## src/rtl/ptx_pkg.sv

```systemverilog
// ptx_pkg: shared definitions for the PTX serial transmit path.
//   PTX_COM_SYM  - default sync/comma symbol (8-bit configuration)
//   PTX_IDLE_SYM - default idle symbol (8-bit configuration)
//   ptx_state_e  - transmitter FSM state (SYNC preamble, ACTIVE lane service)
//   ptx_idx_w    - index width helper, never narrower than one bit
package ptx_pkg;

  localparam logic [7:0] PTX_COM_SYM  = 8'hBC;
  localparam logic [7:0] PTX_IDLE_SYM = 8'h7C;

  typedef enum logic {
    SYNC   = 1'b0,
    ACTIVE = 1'b1
  } ptx_state_e;

  // Width needed to index n items; a single item still gets one bit.
  function automatic int ptx_idx_w(input int n);
    return (n <= 1) ? 1 : $clog2(n);
  endfunction

endpackage

```

## src/rtl/ptx_shift_out.sv

```systemverilog
// ptx_shift_out: WIDTH-bit load/shift register with bit counter, MSB first.
//   clk        - serial bit clock, rising edge
//   rst_n      - asynchronous active-low reset
//   load_word  - word captured at the next word boundary
//   data_out   - current serial bit (MSB of the shift register)
//   word_start - high during the first bit of every word
//   boundary   - high in the last bit cycle of a word; the next edge loads load_word
// After reset the counter sits at WIDTH-1, so the first edge after release is a
// boundary and the first word is on the line one cycle after release.
module ptx_shift_out
  import ptx_pkg::*;
#(
  parameter int WIDTH = 8
) (
  input  logic             clk,
  input  logic             rst_n,
  input  logic [WIDTH-1:0] load_word,
  output logic             data_out,
  output logic             word_start,
  output logic             boundary
);

  localparam int CNT_W = ptx_idx_w(WIDTH);

  logic [CNT_W-1:0] bit_cnt;
  logic [WIDTH-1:0] shift_q;

  assign boundary = (bit_cnt == CNT_W'(WIDTH - 1));
  assign data_out = shift_q[WIDTH-1];

  always_ff @(posedge clk or negedge rst_n) begin
    if (!rst_n) begin
      bit_cnt    <= CNT_W'(WIDTH - 1);
      shift_q    <= '0;
      word_start <= 1'b0;
    end else if (boundary) begin
      shift_q    <= load_word;
      bit_cnt    <= '0;
      word_start <= 1'b1;
    end else begin
      shift_q    <= {shift_q[WIDTH-2:0], 1'b0};
      bit_cnt    <= bit_cnt + 1'b1;
      word_start <= 1'b0;
    end
  end

endmodule

```

## src/rtl/ptx_serializer_param.sv

```systemverilog
// ptx_serializer_param: time-division multiplexes LANES lanes of WIDTH-bit words
// onto one serial bit stream (MSB first), after a COM-symbol sync preamble.
//   clk_32f     - serial bit clock, all logic on rising edge
//   reset       - asynchronous, active-low
//   enable      - 1: lanes may be serviced; 0: only IDLE once synced
//   data_in     - lane i word at [i*WIDTH +: WIDTH]
//   valid_in    - lane i word available
//   ready_out   - lane i word taken at the next edge if valid_in[i]
//   data_out    - serial bit
//   word_start  - high during first bit of every word
//   frame_start - high during first bit of each lane-0 slot (ACTIVE only)
//   sync_done   - high once the preamble is complete
//   idle_out    - high while the previous full frame carried only IDLE
//   state_dbg   - FSM state (0 = SYNC, 1 = ACTIVE)
//
// Handshake: ready_out[i] is combinational and high for exactly one cycle per
// slot (the last bit cycle before lane i's slot) while ACTIVE and enabled. A
// word moves only when valid_in[i] and ready_out[i] are both high at a rising
// edge; otherwise the source must hold it, so nothing is dropped or repeated.
// Slots are fixed TDM: the lane pointer advances every slot regardless of valid.
module ptx_serializer_param
  import ptx_pkg::*;
#(
  parameter int               LANES      = 4,
  parameter int               WIDTH      = 8,
  parameter logic [WIDTH-1:0] COM_SYM    = WIDTH'(PTX_COM_SYM),
  parameter logic [WIDTH-1:0] IDLE_SYM   = WIDTH'(PTX_IDLE_SYM),
  parameter int               SYNC_WORDS = 4
) (
  input  logic                   clk_32f,
  input  logic                   reset,
  input  logic                   enable,
  input  logic [LANES*WIDTH-1:0] data_in,
  input  logic [LANES-1:0]       valid_in,
  output logic [LANES-1:0]       ready_out,
  output logic                   data_out,
  output logic                   word_start,
  output logic                   frame_start,
  output logic                   sync_done,
  output logic                   idle_out,
  output logic                   state_dbg
);

  localparam int LANE_W = ptx_idx_w(LANES);
  localparam int SYNC_W = ptx_idx_w(SYNC_WORDS + 1);

  ptx_state_e         state;
  logic [LANE_W-1:0]  lane_ptr;
  logic [SYNC_W-1:0]  sync_cnt;
  logic               any_data;    // some lane transferred in the frame being sent
  logic               frame_seen;  // at least one ACTIVE frame has started
  logic               boundary;
  logic               transfer;
  logic [WIDTH-1:0]   slot_word;
  logic [WIDTH-1:0]   load_word;

  assign state_dbg = (state == ACTIVE);

  // Slot mux: serve only the lane the pointer selects; a missing word becomes IDLE.
  always_comb begin
    ready_out = '0;
    transfer  = 1'b0;
    slot_word = IDLE_SYM;
    for (int i = 0; i < LANES; i++) begin
      if (lane_ptr == LANE_W'(i)) begin
        ready_out[i] = (state == ACTIVE) && enable && boundary;
        if (valid_in[i] && (state == ACTIVE) && enable && boundary) begin
          transfer  = 1'b1;
          slot_word = data_in[i*WIDTH +: WIDTH];
        end
      end
    end
    load_word = (state == SYNC) ? COM_SYM : slot_word;
  end

  ptx_shift_out #(
    .WIDTH(WIDTH)
  ) u_shift (
    .clk        (clk_32f),
    .rst_n      (reset),
    .load_word  (load_word),
    .data_out   (data_out),
    .word_start (word_start),
    .boundary   (boundary)
  );

  always_ff @(posedge clk_32f or negedge reset) begin
    if (!reset) begin
      state       <= SYNC;
      lane_ptr    <= '0;
      sync_cnt    <= '0;
      sync_done   <= 1'b0;
      frame_start <= 1'b0;
      idle_out    <= 1'b0;
      any_data    <= 1'b0;
      frame_seen  <= 1'b0;
    end else begin
      frame_start <= 1'b0;
      if (boundary) begin
        case (state)
          SYNC: begin
            sync_cnt <= sync_cnt + 1'b1;
            // This boundary loads the final COM word; lane service follows it.
            if (sync_cnt == SYNC_W'(SYNC_WORDS - 1)) begin
              state     <= ACTIVE;
              sync_done <= 1'b1;
            end
          end
          ACTIVE: begin
            lane_ptr <= (lane_ptr == LANE_W'(LANES - 1)) ? '0 : lane_ptr + 1'b1;
            if (lane_ptr == '0) begin
              frame_start <= 1'b1;
              frame_seen  <= 1'b1;
              // The very first lane-0 load has no finished frame to report on.
              if (frame_seen) idle_out <= ~any_data;
              any_data <= transfer;
            end else begin
              any_data <= any_data | transfer;
            end
          end
        endcase
      end
    end
  end

endmodule

```

## config.mk

```make
export PLATFORM = sky130hd
export DESIGN_NAME = ptx_serializer_param
export DESIGN_NICKNAME = d
export VERILOG_FILES = /design/src/rtl/ptx_pkg.sv /design/src/rtl/ptx_shift_out.sv /design/src/rtl/ptx_serializer_param.sv
export SDC_FILE = /design/constraint.sdc
export NUM_CORES = 1
export LEC_CHECK = 0
export CAP_MARGIN = 25
export CORE_MARGIN = 1
export CORE_UTILIZATION = 49
export CTS_BUF_LIST = sky130_fd_sc_hd__clkbuf_4
export DETAILED_ROUTE_END_ITERATION = 16
export PLACE_DENSITY = 0.87
export SLEW_MARGIN = 5
export SYNTH_ARGS = -nofsm -noshare
export SYNTH_HDL_FRONTEND = slang
export SYNTH_HIERARCHICAL = 1
export SYNTH_SLANG_ARGS = --single-unit
export TNS_END_PERCENT = 1
```

## constraint.sdc

```tcl
create_clock -name clk_32f -period 3.3 [get_ports clk_32f]
set_input_delay 0.99 -clock clk_32f [delete_from_list [all_inputs] [get_ports clk_32f]]
set_output_delay 0.99 -clock clk_32f [all_outputs]
set_load 0.01 [all_outputs]
```

==> results.md, run 1 <==
* Skew final at ~0.014 ns
* Clock slew seen by the registers of the worst setup and hold paths at 0.11 ns
* Reg2reg start: u_shift/bit_cnt[0]
* Status: finished, final reports clean
* Post-route DRC at 0
* Fin. Hold Viols at 0
* CP startpoint: enable
* CTS tree: built
* Site Rows at 18
* Crit path DAT at approximately 2.2 ns
* Vias at 1220
* Number of enable flip-flop cells after synthesis at 0
* Total negative slack at 0 ns
* # H-tree levels at 1
* Later-pin clock latency in the skew report at 0.31 ns
* Fin crit period at around 3.2 ns
* Fin. max-slew vios at 0
* Cells along the critical path: clkdlybuf4s50_1 > buf_4 > and2_2 > clkdlybuf4s50_1
* Area Overhead vs Synth at 40.44%
* RSZ-0062 raised after global routing: no
* Hold Slack at 0.4876 ns
* Fill count at ~180
* Vias in the first global route at 1201
* Initial core utilization at between 50% and 60%
* Comb power frac at about 14%
* Worst Path Max Fanout at 4
* Routed WL per cell at 16.36 um
* Die footprint at 2980 sq um
* Max_cap viols at 0
* Tot GR Track Use at about a quarter
* Kind of critical path: in -> out
* Critical Path End: ready_out[0]
* Leak at 0.8426 nW
* Root buffer cell: clkbuf_4
* Yosys synthesis warning count at 6
* Antenna viol nets, final at 0
* Power Internal at 390.1 uW
* Worst hold path class: reg -> reg
* Pre-antenna DRT Iters at 4
* VDD IR-drop max at 0.2974 mV
* Most used cell, CP: clkdlybuf4s50_1
* Sequential share of the synthesized area at 42.75%
* Clock power share at 27.3%
* Avg Cell Area, Syn at 10.50 sq um
* Layout cells sized above 1 at between 10% and 20%
* PortBufs at 48
* Initial antenna violation count at 0
* Least-Margin Pin Slew at 0.3373 ns
* Ant diodes at 0
* Register bit total from synthesis at 23
* Post-DP HPWL at 2.846 mm
* Crit path largest cell delay at 0.52 ns
* I/O pins at 49
* Fmax at 309.4 MHz
* CTS Buf Count at 3
* Yosys cell types at 38
* Final wirelength at approximately 3.4 mm
* Total chip power at 492.8 uW
* R2r endpoint: u_shift/shift_q[2]
* Final Setup Violations at 0
* FF-to-FF path depth at 7
* Die width at about 55 um
* Sw Ratio at 20.84%
* Clock buffer depth at 2
* First-pass GRT wire length at between 5 and 6 mm
* Largest net degree at the start of global routing at 24
* Via-to-Cell Ratio at 5.810
* P_sw at just over 100 uW
* Final nets at 228
* Area of the core at 2545 sq um
* Post-synthesis async set-or-reset flop share at 100.0%
* CP Capture Type: output pin
* R2r setup slk at ~1.0 ns
* Post-synth top flop: dfrtp_1
* Commonest non-fill, non-tap cells in the layout: clkdlybuf4s50_1 (45), dfrtp_1 (20), nand2_1 (11), o31ai_1 (9)
* Syn_nets at 176
* Die height at 54.59 um
* Mapped Cells at ~130
* Mapped Area at around 1400 sq um
* Iter 0 DRT Violations at 35
* Register share of total power at roughly three fifths
* Leading cell type in the layout, fill and taps excluded: clkdlybuf4s50_1
* CP max stage cell: clkdlybuf4s50_1
* Overflow after GRT at 0
* Required @ worst endpoint at between 2 and 2.5 ns
* Pwr/cell area at 259.0 nW/um^2
* RD Place Congestion at ~0.85
* Worst relative slew slack at 77.51%
* Clock Sinks at 23
* Fin crit share at 97.93%
* Startpoint Class: primary input
==> worst max-delay path: cells and delay by family <==
family        cells  cell delay (ns)
buf+inv           3             1.12
simple gates      1             0.12
==> synth_stat cells (2+ instances only) <==
master | count | share of area (%)
o211ai_1 | 2 | 1.1
o21ai_0 | 4 | 1.5
nor3_1 | 5 | 1.8
inv_1 | 5 | 1.4
buf_2 | 2 | 0.74
and3_1 | 2 | 0.92
and2_2 | 3 | 1.7
a31oi_1 | 5 | 2.3
nor4b_1 | 4 | 2.6
nand3_1 | 3 | 1.1
mux2_4 | 8 | 8.9
o31ai_1 | 9 | 5.0
nand4_1 | 4 | 1.8
nand3b_1 | 2 | 1.1
ha_1 | 8 | 7.4
and2_1 | 6 | 2.8
dfrtp_1 | 20 | 37
dfstp_2 | 3 | 5.8
nand2_1 | 11 | 3.0
a21oi_1 | 5 | 1.8
==> worst min path at each step <==
stage | end | cells after the start | start
after floorplan | frame_seen | 1 | frame_seen
final | sync_cnt[0] | 1 | sync_cnt[0]
after global placement | frame_seen | 1 | frame_seen
after global routing | u_shift/shift_q[2] | 1 | u_shift/shift_q[1]
after CTS | sync_cnt[0] | 1 | sync_cnt[0]
after detailed placement | u_shift/shift_q[2] | 1 | u_shift/shift_q[1]
==> sequential cells by signal (all words and copies together) (netlist names) <==
register / cells
lane_ptr: 2
any_data: 1
u_shift/bit_cnt: 3
idle_out: 1
frame_start: 1
u_shift/word_start: 1
state_dbg: 1
sync_done: 1
frame_seen: 1
sync_cnt: 3
u_shift/shift_q: 8
==> layer usage <==
metal / GRT usage, % / vias to the layer above / share of wire (%)
met5: 0 / - / 0
met4: 5.128 / 0 / 1.2
met3: 6.667 / 6 / 5.9
met2: 44.58 / 49 / 50
met1: 33.56 / 583 / 43
li1: - / 582 / -
==> stage by stage <==
step                      instance area (sq um)  setup slack [ns]  util [%]  std cells
final                                      1903           0.06828     74.78        210
after global placement                     1873          -0.04265     73.60        206
after floorplan                            1355            0.9201         -        129
after global routing                       1903           0.03312     74.78        210
after CTS                                  1903           0.06344     74.78        210
after detailed placement                   1873          -0.07598     73.60        206
==> cell type report <==
cell class | instances | area [sq um] | share of cell area [%]
multi-input combinational | 96 | 730.7 | 38.40
sequential | 23 | 579.3 | 30.44
tap | 30 | 37.54 | 1.972
inverter | 5 | 18.77 | 0.9862
clock buffer | 4 | 30.03 | 1.578
timing repair buffer | 52 | 506.7 | 26.63
==> power by group through the flow <==
stage | clock network (mW) | logic (mW) | registers [mW]
3_3_place_gp | 0 | 0.0690 | 0.293
5_1_grt | 0.155 | 0.0755 | 0.288
2_1_floorplan | 0 | 0.0114 | 0.292
6_report | 0.135 | 0.0707 | 0.287
4_1_cts | 0.136 | 0.0709 | 0.288
3_5_place_dp | 0 | 0.0707 | 0.293
==> cells by family (layout without fill, tap and decap cells) <==
kind of cell | Yosys count | in the layout | share of synthesized area, %
multiplexers | 10 | 10 | 10.53
adder cells (fa/ha/maj) | 8 | 8 | 7.387
AO/OA/AOI/OAI | 32 | 32 | 15.88
AND/OR/NAND/NOR | 45 | 45 | 19.21
buffers and inverters | 10 | 61 | 3.601
flip-flops | 23 | 23 | 42.75
XOR/XNOR | 1 | 1 | 0.6465
==> timing repair <==
item | 4_1_cts | 5_1_grt
setup endpoints to repair | 3 | 0
hold buffers | 0 | 0
gates resized for setup | 4 | 0
buffers inserted | 0 | 0
endpoints found under the hold margin | 0 | 0
Note: power is estimated with default switching activity, not from simulation.
==> run 2: changes to the inputs <==
==> constraint.sdc (replaced) <==
create_clock -name clk_32f -period 3.3 [get_ports clk_32f]
set_input_delay 0.825 -clock clk_32f [delete_from_list [all_inputs] [get_ports clk_32f]]
set_output_delay 0.825 -clock clk_32f [all_outputs]
set_load 0.01 [all_outputs]
==> run 2 against run 1 <==
Register-to-register slack better by 0.03 ns. Via count down 1.2%. Critical path depth unchanged. Clock skew fell by 0.012 ns. Hold slack better by 0.0021 ns. Routed wire length fell by 1.9%. Worst setup slack better by 0.14 ns. Fmax up 4.4%. Die area unchanged. Sequential power about the same. Total power decreased by 1.0%. Global-route usage fell by 0.42 points. Largest cell class unchanged. Largest power group unchanged.
==> results.md, run 2 (synthesized netlist as in run 1, its figures left out) <==
* Status: finished, final reports clean
* Fin. max-slew vios at 0 (unchanged)
* First-pass GRT wire length at 5.285 mm (-2.8%)
* Post-CTS sizing at 0 (-4)
* R2r setup slk at 1.07 ns (+0.03 ns)
* Max FFs per register at 8 (unchanged)
* Worst relative slew slack at 77.65% (+0.14 points)
* Vias in the first global route at 1152 (-4.1%)
* Top flop regs: u_shift/shift_q x8, sync_cnt x3, u_shift/bit_cnt x3
* Layout cells sized above 1 at 13.48% (-0.96 points)
* Initial core utilization at 53.24% (unchanged)
* Initial antenna violation count at 0 (unchanged)
* Max_cap viols at 0 (unchanged)
* Area Overhead vs Synth at 39.70%
* Leak at 0.8212 nW (-2.5%)
* Ant diodes at 0 (unchanged)
* CP Capture Type: output pin
* Pwr/cell area at 257.6 nW/um^2 (-0.52%)
* Postcts setup bufs at 0 (unchanged)
* Final Setup Violations at 0 (unchanged)
* Iter 0 DRT Violations at 33 (-5.7%)
* Worst hold path class: reg -> reg
* Setup Slack @ Placement at 0.2138 ns (+0.2898 ns)
* Leading cell type in the layout, fill and taps excluded: clkdlybuf4s50_1
* RSZ-0062 raised after global routing: no
* Die width at 54.59 um (unchanged)
* Fin. Hold Viols at 0 (unchanged)
* CTS tree: built
* Final wirelength at 3.372 mm (-1.9%)
* PortBufs at 48 (unchanged)
* Post-route DRC at 0 (unchanged)
* I/O pins at 49 (unchanged)
* # hold bufs at CTS at 0 (unchanged)
* Site Rows at 18 (unchanged)
* Final setup margin at 0.2056 ns (+0.1373 ns)
* Overflow after GRT at 0 (unchanged)
* Commonest non-fill, non-tap cells in the layout: clkdlybuf4s50_1 (48), dfrtp_1 (20), nand2_1 (11), o31ai_1 (9)
* Skew final at 0.002945 ns (-0.01153 ns)
* Fmax at 323.2 MHz (+4.4%)
* Pre-antenna DRT Iters at 4 (unchanged)
* Area of the core at 2545 sq um (unchanged)
* Kind of critical path: in -> out
* RD Place Congestion at 0.8569 (+0.60%)
* Clock slew seen by the registers of the worst setup and hold paths at 0.12 ns (about the same)
* Routed WL per cell at 16.21 um (-0.92%)
* Via-to-Cell Ratio at 5.793 (-0.28%)
* Fin crit period at 3.094 ns (-0.1373 ns)
* Crit path DAT at 2.27 ns (+0.03 ns)
* Vias at 1205 (-1.2%)
* Required @ worst endpoint at 2.47 ns (+0.16 ns)
* Antenna viol nets, final at 0 (unchanged)
* Largest net degree at the start of global routing at 24 (unchanged)
* # H-tree levels at 1 (unchanged)
* Final nets at 226 (-0.88%)
* Clock buffer depth at 2 (unchanged)
* Total negative slack at 0 ns (unchanged)
* Root buffer cell: clkbuf_4
* Clock Sinks at 23 (unchanged)
* Tot GR Track Use at 25.91% (-0.42 points)
* CTS Buf Count at 3 (unchanged)
* Biggest register: u_shift/shift_q
* Die height at 54.59 um (unchanged)
* Fin crit share at 93.77% (-4.2 points)
* Worst Path Max Fanout at 5 (+1)
* Least-Margin Pin Slew at 0.3306 ns (-0.006717 ns)
* Startpoint Class: primary input
* Post-DP HPWL at 2.722 mm (-4.4%)
* Die footprint at 2980 sq um (unchanged)
* Later-pin clock latency in the skew report at 0.32 ns (about the same)
* VDD IR-drop max at 0.2729 mV (-8.3%)
-- run 2: cell types whose count changed in the layout (fill, tap and decap cells not counted), sizes merged --
cell	previous run	this run
dlygate4sd2	3	0
clkbuf	4	3
clkinv	0	1
clkdlybuf4s50	45	48
buf	4	2
-- run 2: critical path, stage by stage --
cell	delay, ns
clkdlybuf4s50_1	0.53
and3_2	0.25
and2_1	0.13
clkdlybuf4s50_1	0.53
-- run 2: final cells by class --
class / count / area (sq um)
flip-flops and latches: 23 / 579.3
repair buffers: 50 / 503.0
well taps: 30 / 37.54
clock inverters: 1 / 5.005
inverters: 5 / 18.77
clock buffers: 3 / 22.52
fillers: 181 / 651.9
multi-input cells: 96 / 726.9
-- run 2: power breakdown --
group / switching [mW] / leakage [nW] / total [mW] / internal [mW]
Combinational: 0.0217 / 0.544 / 0.0704 / 0.0488
Clock: 0.0845 / 0.0177 / 0.130 / 0.0455
Sequential: 0.00125 / 0.260 / 0.287 / 0.286
Total: 0.107 / 0.821 / 0.488 / 0.380
-- run 2: final timing paths --
path	cells past startpoint	start	endpoint
worst max-delay path	4	enable	ready_out[2]
worst min-delay path	1	sync_cnt[0]	sync_cnt[0]
worst max register to register	7	u_shift/bit_cnt[0]	u_shift/shift_q[2]
worst min register to register	1	sync_cnt[0]	sync_cnt[0]
max in group asynchronous	2	reset	u_shift/bit_cnt[2]
min in group asynchronous	1	reset	lane_ptr[1]
-- run 2: through the flow --
step / cells / power [mW] / instance area [sq um] / utilization [%] / hold slack, ns
2_1_floorplan: 129 / 0.3039 / 1355 / - / 0.4394
3_3_place_gp: 203 / 0.3599 / 1851 / 72.71 / 0.4524
3_5_place_dp: 203 / 0.3610 / 1851 / 72.71 / 0.4624
4_1_cts: 207 / 0.4927 / 1878 / 73.80 / 0.4923
5_1_grt: 208 / 0.5115 / 1893 / 74.39 / 0.5008
6_report: 208 / 0.4877 / 1893 / 74.39 / 0.4897
-- run 2: metal layers --
layer | routed length (um) | GRT usage, % | part of all wire, %
met5 | 0 | 0 | 0
met4 | 74 | 14.10 | 2.2
met3 | 198 | 5.833 | 5.9
met2 | 1652 | 39.16 | 49
met1 | 1446 | 33.85 | 43
==> run 3: changes to the inputs <==
--- a/config.mk
+++ b/config.mk
@@ -5,9 +5,10 @@
 export SDC_FILE = /design/constraint.sdc
 export NUM_CORES = 1
 export LEC_CHECK = 0
+export ABC_AREA = 1
 export CAP_MARGIN = 25
 export CORE_MARGIN = 1
-export CORE_UTILIZATION = 49
+export CORE_UTILIZATION = 50
 export CTS_BUF_LIST = sky130_fd_sc_hd__clkbuf_4
 export DETAILED_ROUTE_END_ITERATION = 16
 export PLACE_DENSITY = 0.87
==> run 3 against run 2 <==
First-iteration DRC count down 18%. Fmax up 0.97%. Utilization fell by 1.9 points. Via count up 6.1%. Clock skew is essentially flat. Sequential cell count unchanged. Hold slack got worse by 0.033 ns. Combinational power fell by 6.5%.
==> results.md, run 3 <==
* Skew final at 0.002721 ns (-0.0002235 ns)
* Biggest register: u_shift/shift_q
* Total negative slack at 0 ns (unchanged)
* Post-synthesis mux area share at 0.7799% (-9.7 points)
* Initial core utilization at 52.81% (-0.43 points)
* Post-CTS sizing at 0 (unchanged)
* Vias in the first global route at 1314 (+14%)
* Antenna viol nets, final at 0 (unchanged)
* WL met1 at 1.438 mm (-0.55%)
* Ant diodes at 0 (unchanged)
* Initial antenna violation count at 0 (unchanged)
* Leak at 1.007 nW (+23%)
* Vias at 1279 (+6.1%)
* Overflow after GRT at 0 (unchanged)
* PortBufs at 48 (unchanged)
* Fin. max-slew vios at 0 (unchanged)
* Synth top cells by count: nand2_1 (35), inv_1 (28), dfrtp_1 (20), nor2_1 (14), nand3b_1 (10)
* Site Rows at 19 (+1)
* Area fraction in compound gates after synthesis at 11.27% (-4.6 points)
* Crit path DAT at 2.24 ns (-0.03 ns)
* Kind of critical path: reg -> out
* Final Setup Violations at 0 (unchanged)
* Iter 0 DRT Violations at 27 (-18%)
* Fin crit period at 3.065 ns (-0.02968 ns)
* Yosys cell types at 27 (-29%)
* # hold bufs at CTS at 0 (unchanged)
* XOR/XNOR Fraction of Synth Area at 0.6066% (-0.040 points)
* Met3 WL at 169 um (-15%)
* Final nets at 270 (+19%)
* Register bit total from synthesis at 23 (unchanged)
* Ranking of synthesized cells by area: dfrtp_1 (35%), nand2_1 (9.1%), inv_1 (7.3%)
* Via-to-Cell Ratio at 5.055 (-13%)
* Root buffer cell: clkbuf_4
* Max FFs per register at 8 (unchanged)
* Combinational family with the most area after synthesis: simple AND/OR/NAND/NOR gates
* Post-route DRC at 0 (unchanged)
* Post-synth top flop: dfrtp_1
* Commonest non-fill, non-tap cells in the layout: clkdlybuf4s50_1 (48), nand2_1 (35), inv_1 (28), dfrtp_1 (20), nor2_1 (14)
* Syn_nets at 218 (+24%)
* Worst Path Max Fanout at 6 (+1)
* Max_cap viols at 0 (unchanged)
* Clock slew seen by the registers of the worst setup and hold paths at 0.12 ns (about the same)
* Mapped Area at 1444 sq um (+6.6%)
* Clock Sinks at 23 (unchanged)
* RD Place Congestion at 0.7614 (-11%)
* Fin. Hold Viols at 0 (unchanged)
* Count leader, synth: nand2_1
* Yosys top cell area share at 34.66% (-2.3 points)
* Post-route cell area at 1982 sq um (+4.7%)
* First-pass GRT wire length at 5.589 mm (+5.8%)
* Number of enable flip-flop cells after synthesis at 0 (unchanged)
* Sequential share of the synthesized area at 40.12% (-2.6 points)
* Required @ worst endpoint at 2.47 ns (about the same)
* Post-synthesis async set-or-reset flop share at 100.0% (unchanged)
* Die height at 55.74 um (+2.1%)
* VDD IR-drop max at 0.3206 mV (+17%)
* Area Overhead vs Synth at 37.26%
* Worst relative slew slack at 74.66% (-3.0 points)
* # H-tree levels at 1 (unchanged)
* Status: finished, final reports clean
* Pre-antenna DRT Iters at 4 (unchanged)
* Leading cell type in the layout, fill and taps excluded: clkdlybuf4s50_1
* Post-Layout Cell Count at 253 (+22%)
* Clock buffer depth at 2 (unchanged)
* Later-pin clock latency in the skew report at 0.30 ns (-0.02 ns)
* Synth Area in Simple Gates at 29.55% (+10 points)
* Met2 wire length at 1.594 mm (-3.5%)
* Yosys synthesis warning count at 6 (unchanged)
* Pwr/cell area at 243.0 nW/um^2 (-5.7%)
* Postcts setup bufs at 0 (unchanged)
* Largest net degree at the start of global routing at 24 (unchanged)
* Post-DP HPWL at 2.545 mm (-6.5%)
* Tot GR Track Use at 22.25% (-3.7 points)
* Placed instance count at 248 (+22%)
* RSZ-0062 raised after global routing: no
* Startpoint Class: flip-flop
* Top flop regs: u_shift/shift_q x8, sync_cnt x3, u_shift/bit_cnt x3
* I/O pins at 49 (unchanged)
* Avg Cell Area, Syn at 8.444 sq um (-20%)
* Least-Margin Pin Slew at 0.3797 ns (+0.04913 ns)
* CP Capture Type: output pin
* Mapped Cells at 171 (+33%)
* Die width at 55.74 um (+2.1%)
* Die footprint at 3106 sq um (+4.3%)
* Area of the core at 2734 sq um (+7.4%)
* Final wirelength at 3.246 mm (-3.7%)
* Fmax at 326.3 MHz (+0.97%)
* Routed WL per cell at 12.83 um (-21%)
* Cell taking the most area after synthesis: dfrtp_1
* Fin crit share at 92.87% (-0.90 points)
* CTS Buf Count at 3 (unchanged)
* Worst hold path class: reg -> reg
* Layout cells sized above 1 at 13.06% (-0.42 points)
* CTS tree: built
* Adder-Cell Fraction of Synth Area at 6.932% (-0.45 points)
* Max layer used: met4
* Hold Slack at 0.4564 ns (-0.03336 ns)
* Cell Area, Placed at 1939 sq um (+4.8%)
-- run 3: metrics by stage --
step,util (%),setup slack (ns),total power [mW]
3_5_place_dp,70.94,0.2826,0.3568
3_3_place_gp,70.94,0.3225,0.3551
4_1_cts,71.95,0.2197,0.4854
2_1_floorplan,-,1.021,0.3026
5_1_grt,72.49,0.08765,0.5027
6_report,72.49,0.2353,0.4816
-- run 3: critical path, cell delays in order, from the launching register on --
cell and delay, ns:
dfstp_2 0.56, ha_1 0.16, ha_1 0.19, nand2_2 0.11
inv_2 0.13, nand2_1 0.13, nor2_1 0.11, clkdlybuf4s50_1 0.54
-- run 3: area by class of cell --
| class | instances | area (sq um) |
|---|---|---|
| multi-input combinational | 113 | 709.4 |
| timing repair buffer | 51 | 510.5 |
| tap | 31 | 38.79 |
| sequential | 23 | 579.3 |
| fill | 227 | 752.0 |
| inverter | 31 | 116.4 |
| clock buffer | 3 | 22.52 |
| clock inverter | 1 | 5.005 |
-- run 3: cell families after synthesis --
kind of cell,Yosys count
buffers and inverters,35
adder cells (fa/ha/maj),8
AO/OA/AOI/OAI,26
multiplexers,1
XOR/XNOR,1
flip-flops,23
AND/OR/NAND/NOR,77
-- run 3: routing by layer --
metal  vias to the layer above  global-route usage, %
met2                        40                  40.10
met3                         4                  4.419
met1                       590                  26.44
met4                         0                  7.143
li1                        645                      -
met5                         -                      0
-- run 3: power breakdown --
group | switching (mW) | internal (mW) | total, mW
clock network | 0.0829 | 0.0452 | 0.128
registers | 0.00153 | 0.286 | 0.288
logic | 0.0200 | 0.0459 | 0.0658
-- run 3: worst paths after layout --
| check | to | cells past startpoint | startpoint | slack [ns] |
|---|---|---|---|---|
| worst max register to register | u_shift/shift_q[1] | 11 | u_shift/bit_cnt[0] | 1.09 |
| min in group asynchronous | u_shift/shift_q[5] | 1 | reset | 0.76 |
| worst min-delay path | u_shift/shift_q[7] | 2 | u_shift/shift_q[6] | 0.46 |
| max in group asynchronous | u_shift/bit_cnt[0] | 2 | reset | 2.06 |
| worst max-delay path | ready_out[0] | 7 | u_shift/bit_cnt[0] | 0.24 |
| worst min register to register | u_shift/shift_q[7] | 2 | u_shift/shift_q[6] | 0.46 |
